`src/rtl/hyper_mvblck_todram_sched.sv`:
```
// Round-robin scheduler handing LSAB section descriptors to the DRAM block mover.
// Grant -> ISSUE in one cycle; the mover paces via WORKING, with WAIT_START guarded by an 8-cycle watchdog.
module hyper_mvblck_todram_sched (
   input  logic       CLK,
   input  logic       RST,
   input  logic [3:0] REQ,
   input  logic       CFG_WE,
   input  logic [1:0] CFG_SEC,
   input  logic [8:0] CFG_ADDR,
   input  logic [5:0] CFG_COUNT,
   input  logic [1:0] CFG_DRAM,
   output logic       ISSUE,
   output logic [8:0] START_ADDRESS,
   output logic [5:0] COUNT_REQ,
   output logic [1:0] SECTION,
   output logic [1:0] DRAM_SEL,
   input  logic       WORKING,
   input  logic [5:0] COUNT_SENT,
   input  logic       IRQ_OUT,
   input  logic       ABRUPT_STOP,
   output logic       BUSY,
   output logic       DONE,
   output logic [1:0] DONE_SEC,
   output logic [5:0] DONE_COUNT,
   output logic       DONE_IRQ,
   output logic       DONE_ABRUPT,
   output logic       ERR,
   output logic [3:0] ARMED
);

   localparam logic [2:0] S_IDLE       = 3'd0;
   localparam logic [2:0] S_ISSUE      = 3'd1;
   localparam logic [2:0] S_WAIT_START = 3'd2;
   localparam logic [2:0] S_WAIT_DONE  = 3'd3;
   localparam logic [2:0] S_REPORT     = 3'd4;

   logic [2:0] state;
   logic [8:0] addr [4];
   logic [5:0] cnt  [4];
   logic [1:0] dram [4];
   logic [3:0] armed;
   logic [1:0] last_gnt;
   logic [1:0] cur_sec;
   logic [8:0] cur_addr;
   logic [5:0] cur_cnt;
   logic [1:0] cur_dram;
   logic [2:0] wdog;
   logic       err_pulse;
   logic [3:0] elig;
   logic       gnt_vld;
   logic [1:0] gnt_sec;
   logic [1:0] rr_idx;

   assign elig = armed & REQ;

   // Scan from last_gnt+4 down to last_gnt+1 so the closest successor wins.
   always_comb begin
      gnt_vld = 1'b0;
      gnt_sec = last_gnt;
      rr_idx  = last_gnt;
      for (int i = 4; i >= 1; i--) begin
         rr_idx = last_gnt + 2'(i);
         if (elig[rr_idx]) begin
            gnt_vld = 1'b1;
            gnt_sec = rr_idx;
         end
      end
   end

   always_ff @(posedge CLK) begin
      if (!RST) begin
         state     <= S_IDLE;
         last_gnt  <= 2'd3;
         cur_sec   <= 2'd0;
         cur_addr  <= 9'd0;
         cur_cnt   <= 6'd0;
         cur_dram  <= 2'd0;
         wdog      <= 3'd0;
         err_pulse <= 1'b0;
      end else begin
         err_pulse <= 1'b0;
         case (state)
            S_IDLE: begin
               if (gnt_vld) begin
                  state    <= S_ISSUE;
                  last_gnt <= gnt_sec;
                  cur_sec  <= gnt_sec;
                  cur_addr <= addr[gnt_sec];
                  cur_cnt  <= cnt[gnt_sec];
                  cur_dram <= dram[gnt_sec];
               end
            end
            S_ISSUE: begin
               state <= S_WAIT_START;
               wdog  <= 3'd0;
            end
            S_WAIT_START: begin
               if (WORKING) begin
                  state <= S_WAIT_DONE;
               end else if (wdog == 3'd7) begin
                  state     <= S_IDLE;
                  err_pulse <= 1'b1;
               end else begin
                  wdog <= wdog + 3'd1;
               end
            end
            S_WAIT_DONE: begin
               if (!WORKING) state <= S_REPORT;
            end
            S_REPORT: state <= S_IDLE;
            default:  state <= S_IDLE;
         endcase
      end
   end

   // A config write to the section being reported overrides the completion update entirely.
   always_ff @(posedge CLK) begin
      if (!RST) begin
         for (int n = 0; n < 4; n++) begin
            addr[n] <= 9'd0;
            cnt[n]  <= 6'd0;
            dram[n] <= 2'd0;
         end
         armed <= 4'd0;
      end else begin
         for (int n = 0; n < 4; n++) begin
            if (CFG_WE && CFG_SEC == 2'(n)) begin
               addr[n]  <= CFG_ADDR;
               cnt[n]   <= CFG_COUNT;
               dram[n]  <= CFG_DRAM;
               armed[n] <= (CFG_COUNT != 6'd0);
            end else if (state == S_REPORT && cur_sec == 2'(n)) begin
               addr[n] <= addr[n] + {3'b000, COUNT_SENT};
               if (IRQ_OUT) armed[n] <= 1'b0;
            end
         end
      end
   end

   assign ISSUE         = (state == S_ISSUE);
   assign BUSY          = (state != S_IDLE);
   assign START_ADDRESS = cur_addr;
   assign COUNT_REQ     = cur_cnt;
   assign SECTION       = cur_sec;
   assign DRAM_SEL      = cur_dram;
   assign DONE          = (state == S_REPORT);
   assign DONE_SEC      = DONE ? cur_sec : 2'd0;
   assign DONE_COUNT    = DONE ? COUNT_SENT : 6'd0;
   assign DONE_IRQ      = DONE & IRQ_OUT;
   assign DONE_ABRUPT   = DONE & ABRUPT_STOP;
   assign ERR           = err_pulse;
   assign ARMED         = armed;

endmodule

```
`config.mk`:
```
export PLATFORM = sky130hd
export DESIGN_NAME = hyper_mvblck_todram_sched
export DESIGN_NICKNAME = d
export VERILOG_FILES = /design/src/rtl/hyper_mvblck_todram_sched.sv
export SDC_FILE = /design/constraint.sdc
export NUM_CORES = 1
export LEC_CHECK = 0
export BUFFER_PORTS_ARGS = -buffer_cell sky130_fd_sc_hd__buf_2
export CORE_ASPECT_RATIO = 1.75
export CORE_MARGIN = 8
export CORE_UTILIZATION = 45
export CTS_BUF_LIST = sky130_fd_sc_hd__clkbuf_16
export DETAILED_ROUTE_END_ITERATION = 8
export PLACE_DENSITY = 0.67
export SYNTH_ARGS = -nofsm -noshare
export SYNTH_HDL_FRONTEND = slang
export SYNTH_SLANG_ARGS = --single-unit
```
`constraint.sdc`:
```
create_clock -name CLK -period 2.2 [get_ports CLK]
set_clock_uncertainty 0.15 [all_clocks]
set_input_delay 0.22 -clock CLK [delete_from_list [all_inputs] [get_ports CLK]]
set_output_delay 0.22 -clock CLK [all_outputs]
set_load 0.01 [all_outputs]
```
# Yosys cells after proc, flatten, opt, wreduce, memory -nomap -nowiden
# Memories as Yosys holds them, arrays and structs flattened. A register that Yosys moved wholly into a read port is not among the register bits.
# Index checks and enable logic that the tools add are counted.
dict set report op_classes {
  addsub 8
  multipliers 0
  n_div 0
  magnitude_cmp 4
  eq_ne 16
  n_shift 0
  mux 80
  bitwise 21
  reduce_logical 33
}
# operator n
set ops {}
lappend ops {{2-to-1 mux 9 bit} 8}
lappend ops {{2-to-1 mux 1 bit} 47}
lappend ops {{adder 9 x 6 -> 9 bit} 4}
lappend ops {{2-to-1 mux 6 bit} 5}
lappend ops {{2-to-1 mux 3 bit} 6}
lappend ops {{nonzero test 2 bit} 9}
lappend ops {{2-to-1 mux 2 bit} 8}
lappend ops {{OR 1 bit} 16}
lappend ops {{< comparator 2 x 3 -> 1 bit, second input constant} 4}
lappend ops {{case mux 3 bit (4 select lines)} 1}
lappend ops {{AND reduction 2 bit} 5}
lappend ops {{binary-select mux 1 bit (select 2 bit)} 4}
lappend ops {{== test 2 bit, second input constant} 4}
lappend ops {{logical AND 1 bit} 8}
lappend ops {{inequality test 2 bit, second input constant} 4}
lappend ops {{== test 3 x 2 -> 1 bit, second input constant} 2}
lappend ops {{== test 3 bit, second input constant} 2}
lappend ops {{case mux 3 bit (2 select lines)} 1}
lappend ops {{AND reduction 3 bit} 2}
lappend ops {{nonzero test 6 bit} 1}
lappend ops {{adder 2 bit, second input constant} 2}
lappend ops {{bitwise AND 4 bit} 1}
lappend ops {{== test 2 x 1 -> 1 bit, second input constant} 2}
lappend ops {{zero test 2 bit} 2}
lappend ops {{10 further kinds} 14}
dict set report totals {
  reg_bits 15
  latchBits 0
  ram_bits 68
  rom_bits 0
  out_inout_bits 37
  word_cells 174
  n_memories 3
}
# name depth width read_ports rd_clocked_by_memory_dff wr line
set memory_table {}
lappend memory_table {addr 4 9 5 1 4 38} ;# logic [8:0] addr [4];
lappend memory_table {cnt 4 6 1 1 4 39} ;# logic [5:0] cnt [4];
lappend memory_table {dram 4 2 1 1 4 40} ;# logic [1:0] dram [4];

# Longest topological paths before layout
dict set report depth {
  word_depth 9
  depth_mapped 9
  depth_no_buf 9
}

# Worst setup path before layout
# OpenSTA, ideal clock, no wires.
dict set report synth_timing {
  path_kind {reg2reg}
  from {memory addr[2][0]}
  to {memory addr[2][8], data pin}
  t_arrival_ns 1.708
  required_time_ns 1.785
  setup_slack_ns 0.077
  stages_incl_launch_ff 10
  path_buffers 0
  synth_period_minus_slack_ns 2.123
  cell_sequence {edfxtp_1 -> ha_1 -> inv_1 -> fa_1 -> nor2b_1 -> o21a_1 -> o21ai_0 -> a211oi_1 -> xnor2_1 -> o21ai_0}
}
# element line
set synth_lines {}
lappend synth_lines {{start, declared} 38}

==> metrics.txt <==
# TYPE chip_impl_metric gauge
chip_impl_metric{name="period_needed",unit="ns"} 2.22
chip_impl_metric{name="power.static_leakage",unit="nW"} 2.97
chip_impl_metric{name="dpl.hpwl",unit="um"} 11600
chip_impl_metric{name="crit_path_max_cell_delay",unit="ns"} 0.38
chip_impl_metric{name="seq_power_share",unit=""} 0.471
chip_impl_metric{name="syn_inst",unit=""} 543
chip_impl_metric{name="die-height",unit="um"} 165
chip_impl_metric{name="path_max_fanout",unit=""} 3
chip_impl_metric{name="vdd_drop_max",unit="mV"} 0.391
chip_impl_metric{name="maximum_clock_insertion_buffer_count",unit=""} 2
chip_impl_metric{name="whs",unit="ns"} 0.0213
chip_impl_metric{name="synth.net_count",unit=""} 608
chip_impl_metric{name="asyncSetResetFlopFracSynth",unit=""} 0
chip_impl_metric{name="post_route_cells_drive_above_1_share",unit=""} 0.286
chip_impl_info{name="cp-start-kind",value="flip-flop"} 1
chip_impl_metric{name="internal_power",unit="mW"} 3.43
chip_impl_metric{name="vias",unit=""} 4596
chip_impl_metric{name="dpl_worst_slack",unit="ns"} -0.192
chip_impl_metric{name="post_synthesis_sequential_area_ratio",unit=""} 0.467
chip_impl_metric{name="synth_area_per_cell",unit="sq um"} 10.6
chip_impl_metric{name="std_cell_rows",unit=""} 54
chip_impl_metric{name="route.antenna.remaining_nets",unit=""} 0
chip_impl_info{name="outcome",value="finished, violations left"} 1
chip_impl_metric{name="cts_htree_levels",unit=""} 3
chip_impl_metric{name="synthesis.yosys.warnings",unit=""} 0
chip_impl_metric{name="starting_density_of_the_core",unit=""} 0.460
chip_impl_metric{name="postLayoutCellArea",unit="sq um"} 6950
chip_impl_metric{name="tightestPinTransition",unit="ns"} 0.549
chip_impl_info{name="worst_path_max_delay_cell",value="sky130_fd_sc_hd__fa_2"} 1
chip_impl_metric{name="cts.sink_count",unit=""} 100
chip_impl_metric{name="drt_iter0_markers",unit=""} 298
chip_impl_info{name="cts_tree",value="done"} 1
chip_impl_metric{name="die_width",unit="um"} 101
chip_impl_metric{name="max-slew-margin-rel",unit=""} 0.633
chip_impl_metric{name="globalplace.congestion",unit=""} 0.840
chip_impl_metric{name="globalRouteTotalUtil",unit=""} 0.195
chip_impl_metric{name="io_pins",unit=""} 72
chip_impl_metric{name="nNetsFinal",unit=""} 711
chip_impl_metric{name="fmaxAchievable",unit="GHz"} 0.450
chip_impl_metric{name="maxSlewViolCount",unit=""} 0
chip_impl_metric{name="io_buf_count",unit=""} 71
chip_impl_metric{name="synth_area",unit="sq um"} 5740
chip_impl_info{name="critical_path.cell_chain",value="ha_2 > inv_2 > fa_2 > nor2b_2 > o21a_1 > o21ai_2 > a211oi_2 > xnor2_1 > o21ai_1"} 1
chip_impl_metric{name="met3_usage",unit=""} 0.0306
chip_impl_metric{name="postRouteWirelength",unit="um"} 15700
chip_impl_metric{name="cp.arrival",unit="ns"} 2.18
chip_impl_metric{name="post-route-drc-count",unit=""} 0
chip_impl_metric{name="cts_inserted_buffers",unit=""} 9
chip_impl_info{name="ys.flop_type",value="sky130_fd_sc_hd__edfxtp_1"} 1
chip_impl_metric{name="clk_transition_reported_paths",unit="ns"} 0.07
chip_impl_metric{name="final_core_utilization",unit=""} 0.556
chip_impl_metric{name="number_of_global_route_vias_before_repair",unit=""} 4855
chip_impl_metric{name="dieArea",unit="sq um"} 16800
chip_impl_metric{name="power_per_cell_area",unit="nW/um^2"} 684
chip_impl_info{name="grt_setup_unrepaired",value="yes"} 1
chip_impl_metric{name="clk_latency",unit="ns"} 0.35
chip_impl_metric{name="dpl.cell_count",unit=""} 791
chip_impl_info{name="clk_root_buffer_cell",value="sky130_fd_sc_hd__clkbuf_16"} 1
chip_impl_metric{name="maximum_number_of_pins_on_one_net_before_global_route_repair",unit=""} 36
chip_impl_metric{name="final_cell_count_no_fill",unit=""} 819
chip_impl_info{name="worstSetupEndpointType",value="flip-flop"} 1
chip_impl_metric{name="antenna_found_initial",unit=""} 0
chip_impl_metric{name="synth_edf_count",unit=""} 68
chip_impl_metric{name="globalRouteMet1Util",unit=""} 0.187
chip_impl_metric{name="r2r_slack",unit="ns"} -0.02
chip_impl_metric{name="critical_path_data_required_time",unit="ns"} 2.16
chip_impl_metric{name="maxCapViolCount",unit=""} 0
chip_impl_info{name="violations",value="negative setup slack"} 1
chip_impl_metric{name="share_comb_of_total_power",unit=""} 0.182
chip_impl_metric{name="grt_util_met2",unit=""} 0.395
chip_impl_metric{name="fp.coreArea",unit="sq um"} 12500
chip_impl_info{name="holdCritPathClass",value="in2reg"} 1
chip_impl_metric{name="avgRoutedWirePerCell",unit="um"} 19.1
chip_impl_metric{name="grt_pass1_wl",unit="um"} 24900
chip_impl_metric{name="synth_cell_type_count",unit=""} 49
chip_impl_metric{name="fin_ws",unit="ns"} -0.0213
chip_impl_metric{name="grt-ovfl-total",unit=""} 0
chip_impl_metric{name="timing_hold_violations_final",unit=""} 0
chip_impl_metric{name="clock_power_share",unit=""} 0.348
chip_impl_metric{name="power_switching_share",unit=""} 0.278
chip_impl_metric{name="detail_route.first_pass.iterations",unit=""} 5
chip_impl_info{name="grt-busiest-layer",value="met2"} 1
chip_impl_metric{name="route.detailed.vias_per_inst",unit=""} 5.61
chip_impl_metric{name="placed_cell_area",unit="sq um"} 6410
chip_impl_info{name="layout.cells.most_common",value="sky130_fd_sc_hd__buf_2"} 1
chip_impl_metric{name="ant_diodes",unit=""} 0
chip_impl_info{name="critical_path_class",value="reg2reg"} 1
chip_impl_metric{name="area_growth",unit="%"} 21.0
chip_impl_metric{name="setup_viol_count_final",unit=""} 2
chip_impl_metric{name="number_of_synthesized_register_bits",unit=""} 100
chip_impl_info{name="mostFrequentLayoutCells",value="sky130_fd_sc_hd__buf_2 (71), sky130_fd_sc_hd__nand2_1 (68), sky130_fd_sc_hd__edfxtp_1 (68), sky130_fd_sc_hd__and2_1 (43)"} 1
chip_impl_metric{name="post_route_clock_period_utilization",unit=""} 1.01
chip_impl_metric{name="power.net_switching",unit="mW"} 1.32
[cell families (layout without fill, tap and decap cells)]
| kind of cell | count (synthesis) | after routing | synth area share |
|---|---|---|---|
| xor+xnor | 16 | 16 | 0.0244 |
| compound gates | 111 | 111 | 0.142 |
| buf+inv | 36 | 144 | 0.0342 |
| flops | 100 | 100 | 0.467 |
| fa+ha+maj | 30 | 30 | 0.0706 |
| simple gates | 211 | 211 | 0.194 |
| mux | 39 | 39 | 0.0680 |
[worst max-delay path, delay by kind of cell (launching register included)]
family                     cells  cell delay [ns]
AOI/OAI and AO/OA              4             0.55
xor gates and xnor gates       1             0.14
adders and majority gates      2             0.58
buffers and inverters          1             0.05
DFF                            1             0.37
and+or+nand+nor                1             0.13
[timing repair]
action | in CTS | in global routing
hold buffers | 1 | 0
endpoints found under the hold margin | 2 | 0
resized for setup | 24 | 20
pin swaps | 7 | 26
endpoints found under the setup margin | 17 | 15
buffers inserted | 1 | 10
[state kept, by name (all words and copies together) (netlist names)]
name and count:
addr 36, cnt 24, START_ADDRESS 9, dram 8
COUNT_REQ 6, ARMED 4, state 3, wdog 3
DRAM_SEL 2, SECTION 2, last_gnt 2, ERR 1
[cells in the mapped netlist (5+ instances only)]
| master | instances | share of area |
|---|---|---|
| sky130_fd_sc_hd__nand2_1 | 69 | 0.045 |
| sky130_fd_sc_hd__edfxtp_1 | 68 | 0.36 |
| sky130_fd_sc_hd__and2_1 | 43 | 0.047 |
| sky130_fd_sc_hd__mux2i_1 | 39 | 0.068 |
| sky130_fd_sc_hd__nor2_1 | 34 | 0.022 |
| sky130_fd_sc_hd__o21ai_0 | 33 | 0.029 |
| sky130_fd_sc_hd__dfxtp_1 | 32 | 0.11 |
| sky130_fd_sc_hd__ha_1 | 26 | 0.057 |
| sky130_fd_sc_hd__a21oi_1 | 18 | 0.016 |
| sky130_fd_sc_hd__inv_1 | 16 | 0.010 |
| sky130_fd_sc_hd__nor3b_1 | 13 | 0.017 |
| sky130_fd_sc_hd__xnor2_1 | 12 | 0.018 |
| sky130_fd_sc_hd__a21o_1 | 10 | 0.013 |
| sky130_fd_sc_hd__nand2b_1 | 10 | 0.011 |
| sky130_fd_sc_hd__o221ai_2 | 10 | 0.026 |
| sky130_fd_sc_hd__a211oi_1 | 9 | 0.012 |
| sky130_fd_sc_hd__a32o_1 | 8 | 0.014 |
| sky130_fd_sc_hd__nor3_1 | 7 | 0.0061 |
| sky130_fd_sc_hd__o21a_1 | 7 | 0.0091 |
| sky130_fd_sc_hd__o221ai_1 | 7 | 0.011 |
| sky130_fd_sc_hd__buf_2 | 6 | 0.0052 |
| sky130_fd_sc_hd__clkbuf_1 | 6 | 0.0039 |
| sky130_fd_sc_hd__nand3_1 | 6 | 0.0052 |
| sky130_fd_sc_hd__nand2_2 | 5 | 0.0054 |
[path summary, 6_finish.rpt]
check                           depth (start not counted)         start      endpoint
worst min-delay path                                    2           RST   last_gnt[0]
worst max-delay path                                    9    addr[2][0]    addr[2][8]
worst min register to register                          2  COUNT_REQ[0]  COUNT_REQ[0]
worst max register to register                          9    addr[2][0]    addr[2][8]
[power by group through the flow]
stage	clock, mW	combinational [mW]	sequential [mW]
global route	1.73	0.944	2.25
global placement	0	0.760	2.27
finish	1.65	0.864	2.24
detailed placement	0	0.780	2.28
floorplan	0	0.501	2.27
CTS	1.67	0.820	2.24
[per-stage QoR]
step                power [mW]  setup TNS [ns]
detailed placement        3.06           -1.51
global placement          3.03          -0.672
global route              4.93          -0.429
CTS                       4.73         -0.0330
finish                    4.75         -0.0342
floorplan                 2.77               0
[per-layer routing]
metal  vias up  routed length [um]  part of all wire
li1       2184                   -                 -
met1      2263                5660              0.36
met2       122                9090              0.58
met3        27                 552             0.035
met4         0                 371             0.024
met5         -                   0                 0
[final cells by class]
| cell class | instances | area (sq um) |
|---|---|---|
| clock buffers | 11 | 275 |
| clock inverters | 5 | 35.0 |
| fillers | 1087 | 5550 |
| inverters | 16 | 60.1 |
| multi-input cells | 407 | 3010 |
| flip-flops and latches | 100 | 2680 |
| well taps | 168 | 210 |
| repair buffers | 112 | 678 |
Power figures use the tool's default switching activity.
